[config.mk]
export PLATFORM = sky130hd
export DESIGN_NAME = multiplier_s8
export DESIGN_NICKNAME = d
export VERILOG_FILES = /design/src/rtl/mult_pkg.sv /design/src/rtl/mult_pp_array.sv /design/src/rtl/multiplier_s8.sv
export SDC_FILE = /design/constraint.sdc
export NUM_CORES = 1
export LEC_CHECK = 0
export ABC_AREA = 1
export CAP_MARGIN = 20
export CORE_MARGIN = 2
export CORE_UTILIZATION = 45
export CTS_CLUSTER_DIAMETER = 60
export DETAILED_ROUTE_END_ITERATION = 16
export GPL_ROUTABILITY_DRIVEN = 0
export SLEW_MARGIN = 20
export SYNTH_ARGS = -nofsm -noshare
export SYNTH_HDL_FRONTEND = slang
export SYNTH_SLANG_ARGS = --single-unit
[constraint.sdc]
create_clock -name clk -period 1.5 [get_ports clk]
set_input_delay 0.225 -clock clk [delete_from_list [all_inputs] [get_ports clk]]
set_output_delay 0.225 -clock clk [all_outputs]
set_load 0.005 [all_outputs]
[src/rtl/mult_pkg.sv]
// Shared constants for the signed multiplier: default width, product width
// and the representable result range.
package mult_pkg;

    localparam int DEF_W = 8;
    localparam int PW    = 2 * DEF_W;

    function automatic int prod_max(input int w);
        return (1 << (w - 1)) - 1;
    endfunction

    function automatic int prod_min(input int w);
        return -(1 << (w - 1));
    endfunction

    localparam int PROD_MAX = prod_max(DEF_W);
    localparam int PROD_MIN = prod_min(DEF_W);

endpackage

[src/rtl/mult_pp_array.sv]
// Combinational Baugh-Wooley signed multiplier: W partial-product rows summed
// by a ripple chain seeded with the sign-correction constant.
module mult_pp_array
    import mult_pkg::*;
#(
    parameter int W = DEF_W
) (
    input  logic [W-1:0]   a,
    input  logic [W-1:0]   b,
    output logic [2*W-1:0] p
);

    localparam int FW = 2 * W;

    // Folds the negative weights of the mixed-sign terms: +2^W and +2^(2W-1).
    localparam logic [FW-1:0] CORR = (FW'(1) << W) | (FW'(1) << (FW - 1));

    logic [W:0][FW-1:0] acc;

    assign acc[0] = CORR;

    for (genvar j = 0; j < W; j++) begin : g_row
        logic [W-1:0] pp;
        for (genvar i = 0; i < W; i++) begin : g_bit
            // Terms with exactly one sign bit carry negative weight; invert them.
            if ((i == W - 1) != (j == W - 1)) begin : g_inv
                assign pp[i] = ~(a[i] & b[j]);
            end else begin : g_pos
                assign pp[i] = a[i] & b[j];
            end
        end
        assign acc[j+1] = acc[j] + ({{W{1'b0}}, pp} << j);
    end

    assign p = acc[W];

endmodule

[src/rtl/multiplier_s8.sv]
// Two-stage signed multiplier: stage 1 registers the full product, stage 2
// range-checks it and saturates or wraps into W bits.
module multiplier_s8
    import mult_pkg::*;
#(
    parameter int W   = DEF_W,
    parameter bit SAT = 1'b1
) (
    input  logic         clk,
    input  logic         rst,
    input  logic         in_valid,
    input  logic [W-1:0] a,
    input  logic [W-1:0] b,
    output logic         out_valid,
    output logic [W-1:0] prod,
    output logic         ovf
);

    localparam int FW = 2 * W;
    localparam logic [W-1:0] MAX_V = W'(prod_max(W));
    localparam logic [W-1:0] MIN_V = W'(prod_min(W));

    logic [FW-1:0] p_full;
    logic [FW-1:0] p_q;
    logic [2:1]    vld_pipe;
    logic          ovf_next;
    logic [W-1:0]  prod_next;

    mult_pp_array #(.W(W)) u_pp (
        .a (a),
        .b (b),
        .p (p_full)
    );

    // The top W+1 bits must be a pure sign extension for the result to fit.
    assign ovf_next = ~((&p_q[FW-1:W-1]) | ~(|p_q[FW-1:W-1]));

    always_comb begin
        prod_next = p_q[W-1:0];
        if (SAT && ovf_next) begin
            prod_next = p_q[FW-1] ? MIN_V : MAX_V;
        end
    end

    always_ff @(posedge clk or negedge rst) begin
        if (!rst) begin
            vld_pipe <= '0;
            p_q      <= '0;
            prod     <= '0;
            ovf      <= 1'b0;
        end else begin
            vld_pipe <= {vld_pipe[1], in_valid};
            if (in_valid) begin
                p_q <= p_full;
            end
            if (vld_pipe[1]) begin
                prod <= prod_next;
                ovf  <= ovf_next;
            end
        end
    end

    assign out_valid = vld_pipe[2];

endmodule

After elaboration in Yosys (flattened, before gate mapping)
Index checks and enable logic that the tools add are counted.
- input port bits: 19
- logic and storage cells: 97
- bits in registers: 27
- output and inout bits: 10
- add/sub/neg operators: 8
- bitwise operators: 81
- reductions and logical operators: 2
- muxes and demuxes: 2
- operator list (cell ; count):
    $and A1 B1 Y1 ; 64
    $add A16 B10 Y16 ; 1
    $add A16 B11 Y16 ; 1
    $add A16 B12 Y16 ; 1
    $add A16 B13 Y16 ; 1
    $add A16 B14 Y16 ; 1
    $add A16 B15 Y16 ; 1
    $add A16 B8 Y16 const A ; 1
    $add A16 B9 Y16 ; 1
    $mux W8 ; 2
    $not A1 Y1 ; 16
    $reduce_and A9 Y1 ; 1
    $reduce_or A9 Y1 ; 1
    $or A1 B1 Y1 ; 1

Depth between registers and ports, before layout
- depth after elaboration: 10
- depth in mapped cells: 21
- depth with buffers taken out: 20

Hierarchy
A second synthesis with hierarchy kept.
- cells, all modules: 429
- area, all modules: 3245.6 um2
- modules (own cells, without submodules) (module ; area an instance (um2) ; sequential area each (um2) ; cells each ; instances):
    mult_pp_array ; 2132.0 ; 0.0 ; 314 ; 1
    multiplier_s8 ; 1113.6 ; 675.6 ; 115 ; 1

Worst setup path after synthesis
OpenSTA, ideal clock, no wires.
- path type: input to register
- start: in a[2]
- end: reg p_q[12]
- arrival: 3713 ps
- path buffers: 1
- slack: -2330 ps
- data required time: 1383 ps
- stages on the path: 17
- cell sequence: clkbuf_1 > nand2_1 > fa_1 > inv_1 > fa_1 > inv_1 > fa_1 > inv_1 > fa_1 > inv_1 > ha_1 > a21oi_1 > nor2_1 > nor2_2 > nand3b_1 > nand3_1 > nand2_1
- cells in the longest elaborated chain, start to end: 9
- ends and longest elaborated chain (element ; line ; source):
    start: declaration ; multiplier_s8.sv:12 ; input logic [W-1:0] a,
    $and A1 B1 Y1 ; mult_pp_array.sv:29 ; assign pp[i] = a[i] & b[j];
    $add A16 B8 Y16 ; mult_pp_array.sv:32 ; assign acc[j+1] = acc[j] + ({{W{1'b0}}, pp} << j);
    $add A16 B9 Y16 ; mult_pp_array.sv:32 ;
    $add A16 B10 Y16 ; mult_pp_array.sv:32 ;
    $add A16 B11 Y16 ; mult_pp_array.sv:32 ;
    $add A16 B12 Y16 ; mult_pp_array.sv:32 ;
    $add A16 B13 Y16 ; mult_pp_array.sv:32 ;
    $add A16 B14 Y16 ; mult_pp_array.sv:32 ;
    $add A16 B15 Y16 (*) ; mult_pp_array.sv:32 ;
    end signal: assignment ; multiplier_s8.sv:54 ; p_q <= p_full;
    end: declaration ; multiplier_s8.sv:24 ; logic [FW-1:0] p_q;
Mark *: on every way between the ends. The rest lies on a longest branch, timed or not.
A chain may end at the register's enable or synchronous reset.

Worst setup path in the final report
- start: in b[3]
- end: reg p_q[15]
- cells in the longest elaborated chain, start to end: 7
- ends and longest elaborated chain (element ; line ; source):
    start: declaration ; multiplier_s8.sv:13 ; input logic [W-1:0] b,
    $and A1 B1 Y1 ; mult_pp_array.sv:27 ; assign pp[i] = ~(a[i] & b[j]);
    $not A1 Y1 ; mult_pp_array.sv:27 ;
    $add A16 B11 Y16 (*) ; mult_pp_array.sv:32 ;
    $add A16 B12 Y16 (*) ; mult_pp_array.sv:32 ;
    $add A16 B13 Y16 (*) ; mult_pp_array.sv:32 ;
    $add A16 B14 Y16 (*) ; mult_pp_array.sv:32 ;
    $add A16 B15 Y16 (*) ; mult_pp_array.sv:32 ;
Marks and branches as above.

==> reports/results.txt <==
status: complete, but fails checks
failing checks: negative setup slack
area of the core: 0.00679 mm²
Slew Viols, Final: 0
WP data required: 1.67 ns
Rel. slew slack: 0.741
Final Critical Period: 3.29 ns
GRT overflow: 0
Synth Area in Compound Gates: 0.0325
Max VDD drop: 1.34 mV
die height: 87.7 µm
CTS Hold Bufs: 0
Ys Warns: 0
Top Ports: 29
Synth Area in XOR/XNOR: 0.0111
library cells used by synthesis: 23
htree depth: 1
die area: 0.00769 mm²
NumNets Final: 558
cell with the most instances after synthesis: nand2_1
critical path class: in2reg
DRT Pass-1 Iters: 4
Tcrit/Tclk final: 2.19
final antenna-violating net count: 0
Mapped Nets: 505
syn_area_per_cell: 7.56 µm²
Async SR Flop Fraction: 1.00
Final Power: 6.74 mW
cells after synthesis: 417
vias in the first global route: 2682
vias post-DR: 2616
ratio of cells with drive above 1 in the final layout: 0.320
Critical Path Start Type: primary input
RSZ-0062 raised after global routing: yes
multi-input logic area: 0.00242 mm²
Max clock buf depth: 2
post-synthesis sequential area ratio: 0.214
DR iter-0 viols: 110
Fillers: 635
Post-synth EDFFs: 0
initial antenna violation count: 0
worst r2r path cells: 6
TritonCTS clock tree: done
Pleak: 2.32 nW
Setup Viol. Count Final: 13
Clock transition at path regs: 0.09 ns
global-route usage over all layers: 0.196
Synth top area share: 0.241
post-DP HPWL: 5450 µm
Synth area leaders: fa_1 24%, dfrtp_1 21%, nand2_1 17%, ha_1 12%, inv_1 10%
ANT cells: 0
WL/cell: 11.7 µm
Layout Cells excl Fill: 565
Starting Density: 0.464
largest family of logic cells by synthesized area: adder cells
Synth area leader: fa_1
Synth Area in Adders: 0.364
clock sink count: 27
fin util: 0.619
Seq cells post-synth: 27
Core Rows: 30
final wirelength: 6620 µm
worst min-delay path class: in2async
# Max-Cap Violations: 0
largest fanout on the critical path: 5
dominant synthesized flop cell: dfrtp_1
first-pass GRT wire length: 12100 µm
Post-synth top cells: 139 x nand2_1, 87 x inv_1, 38 x fa_1
Final Hold Violating Endpoints: 0
fmax: 304 MHz
register area: 676 µm²
Power Dens Cells: 1600 mW/mm²
root buffer cell: clkbuf_8
Area Growth Syn to Fin: 33.3%
crit path capture type: flip-flop
Remaining DRCs: 0
synthesized cell area: 0.00315 mm²
vias per cell: 4.63
input/output buffers: 28
final worst slack: -1.79 ns
pin count of the biggest net entering global routing: 28
Critical Path AT: 3.46 ns
mux cell area share after synthesis: 0.00357
latest clock arrival within the worst-skew pair: 0.27 ns
Fin Clk Skew: 0.00280 ns
placed cells: 558
CTS Buf Count: 3
Post-Synth Simple-Gate Area: 0.244
die span in x: 87.7 µm
worst slew pin tran: 0.388 ns
[registers in the layout, indices dropped and copies added (netlist names)]
name and cells:
ovf 1, prod 8, vld_pipe 2, p_q 16
[final timing paths]
check                        from       to  slack (ns)
min reg2reg                p_q[1]   p_q[1]        0.49
min                           rst  prod[2]        0.32
max in group asynchronous     rst  p_q[10]        0.92
max reg2reg                p_q[8]  prod[6]        0.27
min in group clk             a[0]   p_q[0]        0.36
max                          b[3]  p_q[15]       -1.79
[cells by family (layout without fill, tap and decap cells)]
| family | Yosys count | in the layout |
|---|---|---|
| buf+inv | 107 | 159 |
| xor+xnor | 4 | 4 |
| simple gates | 191 | 191 |
| flops | 27 | 27 |
| compound gates | 18 | 18 |
| mux | 1 | 1 |
| fa+ha+maj | 69 | 69 |
[final cells by class]
type	count	share of cell area
well taps	96	0.0286
inverters	88	0.0786
repair buffers	67	0.146
multi-input cells	283	0.576
clock buffers	4	0.0107
flip-flops and latches	27	0.161
[cells in the final DEF (no fill, tap or decap), types with 2 or more instances in the layout]
cell type / n
a21oi_1: 9
a21oi_4: 2
buf_2: 2
buf_4: 32
buf_6: 16
buf_8: 3
clkbuf_8: 3
clkdlybuf4s50_1: 12
dfrtp_1: 27
fa_1: 31
fa_2: 7
ha_1: 20
ha_4: 11
inv_1: 69
inv_2: 19
nand2_1: 112
nand2_2: 25
nand2_4: 3
nand3_1: 4
nand3_2: 8
nand3b_1: 2
nand4_1: 5
nor2_1: 22
nor2_2: 7
nor2_4: 2
o21ai_1: 3
o21ai_2: 3
xnor2_2: 3
[timing repair]
item,4_1_cts,5_1_grt
buffers inserted,2,1
pin swaps,49,32
endpoints found under the setup margin,14,14
gates resized for setup,122,43
[per-layer routing]
| layer | vias up | share of wire | track usage | wire length (µm) |
|---|---|---|---|---|
| met5 | - | 0 | 0 | 0 |
| met2 | 18 | 0.49 | 0.330 | 3250 |
| met4 | 0 | 0.0050 | 0.0210 | 33 |
| li1 | 1329 | - | - | - |
| met1 | 1265 | 0.49 | 0.278 | 3210 |
| met3 | 4 | 0.019 | 0.0292 | 123 |
[power by group]
group          internal, mW  switching (mW)
registers              1.01           0.190
logic                  2.49            2.63
clock network         0.190           0.218
[metrics by stage]
stage	worst slack (ns)	cell area (µm²)	hold WS, ns	TNS, ns
2_1_floorplan	-1.95	3380	-0.0706	-20.30
3_3_place_gp	-2.60	3850	0.464	-29.91
3_5_place_dp	-2.62	3850	0.472	-30.09
4_1_cts	-1.83	4070	0.335	-19.12
5_1_grt	-1.95	4200	0.342	-20.16
6_report	-1.79	4200	0.319	-18.79
[worst max-delay path, stage by stage]
cell and delay, ns:
buf_8 0.11, nand2_2 0.05, inv_2 0.03, fa_1 0.51, inv_2 0.04, fa_1 0.52
inv_1 0.05, fa_1 0.49, inv_1 0.05, fa_1 0.48, inv_2 0.04, ha_4 0.31
nand2_4 0.08, inv_2 0.07, nand2_2 0.05, nand2_2 0.06, nand2_2 0.06, nand3_2 0.06
nand2_1 0.05, nand3_1 0.06, nand2_1 0.05
Note: power is estimated with default switching activity, not from simulation.
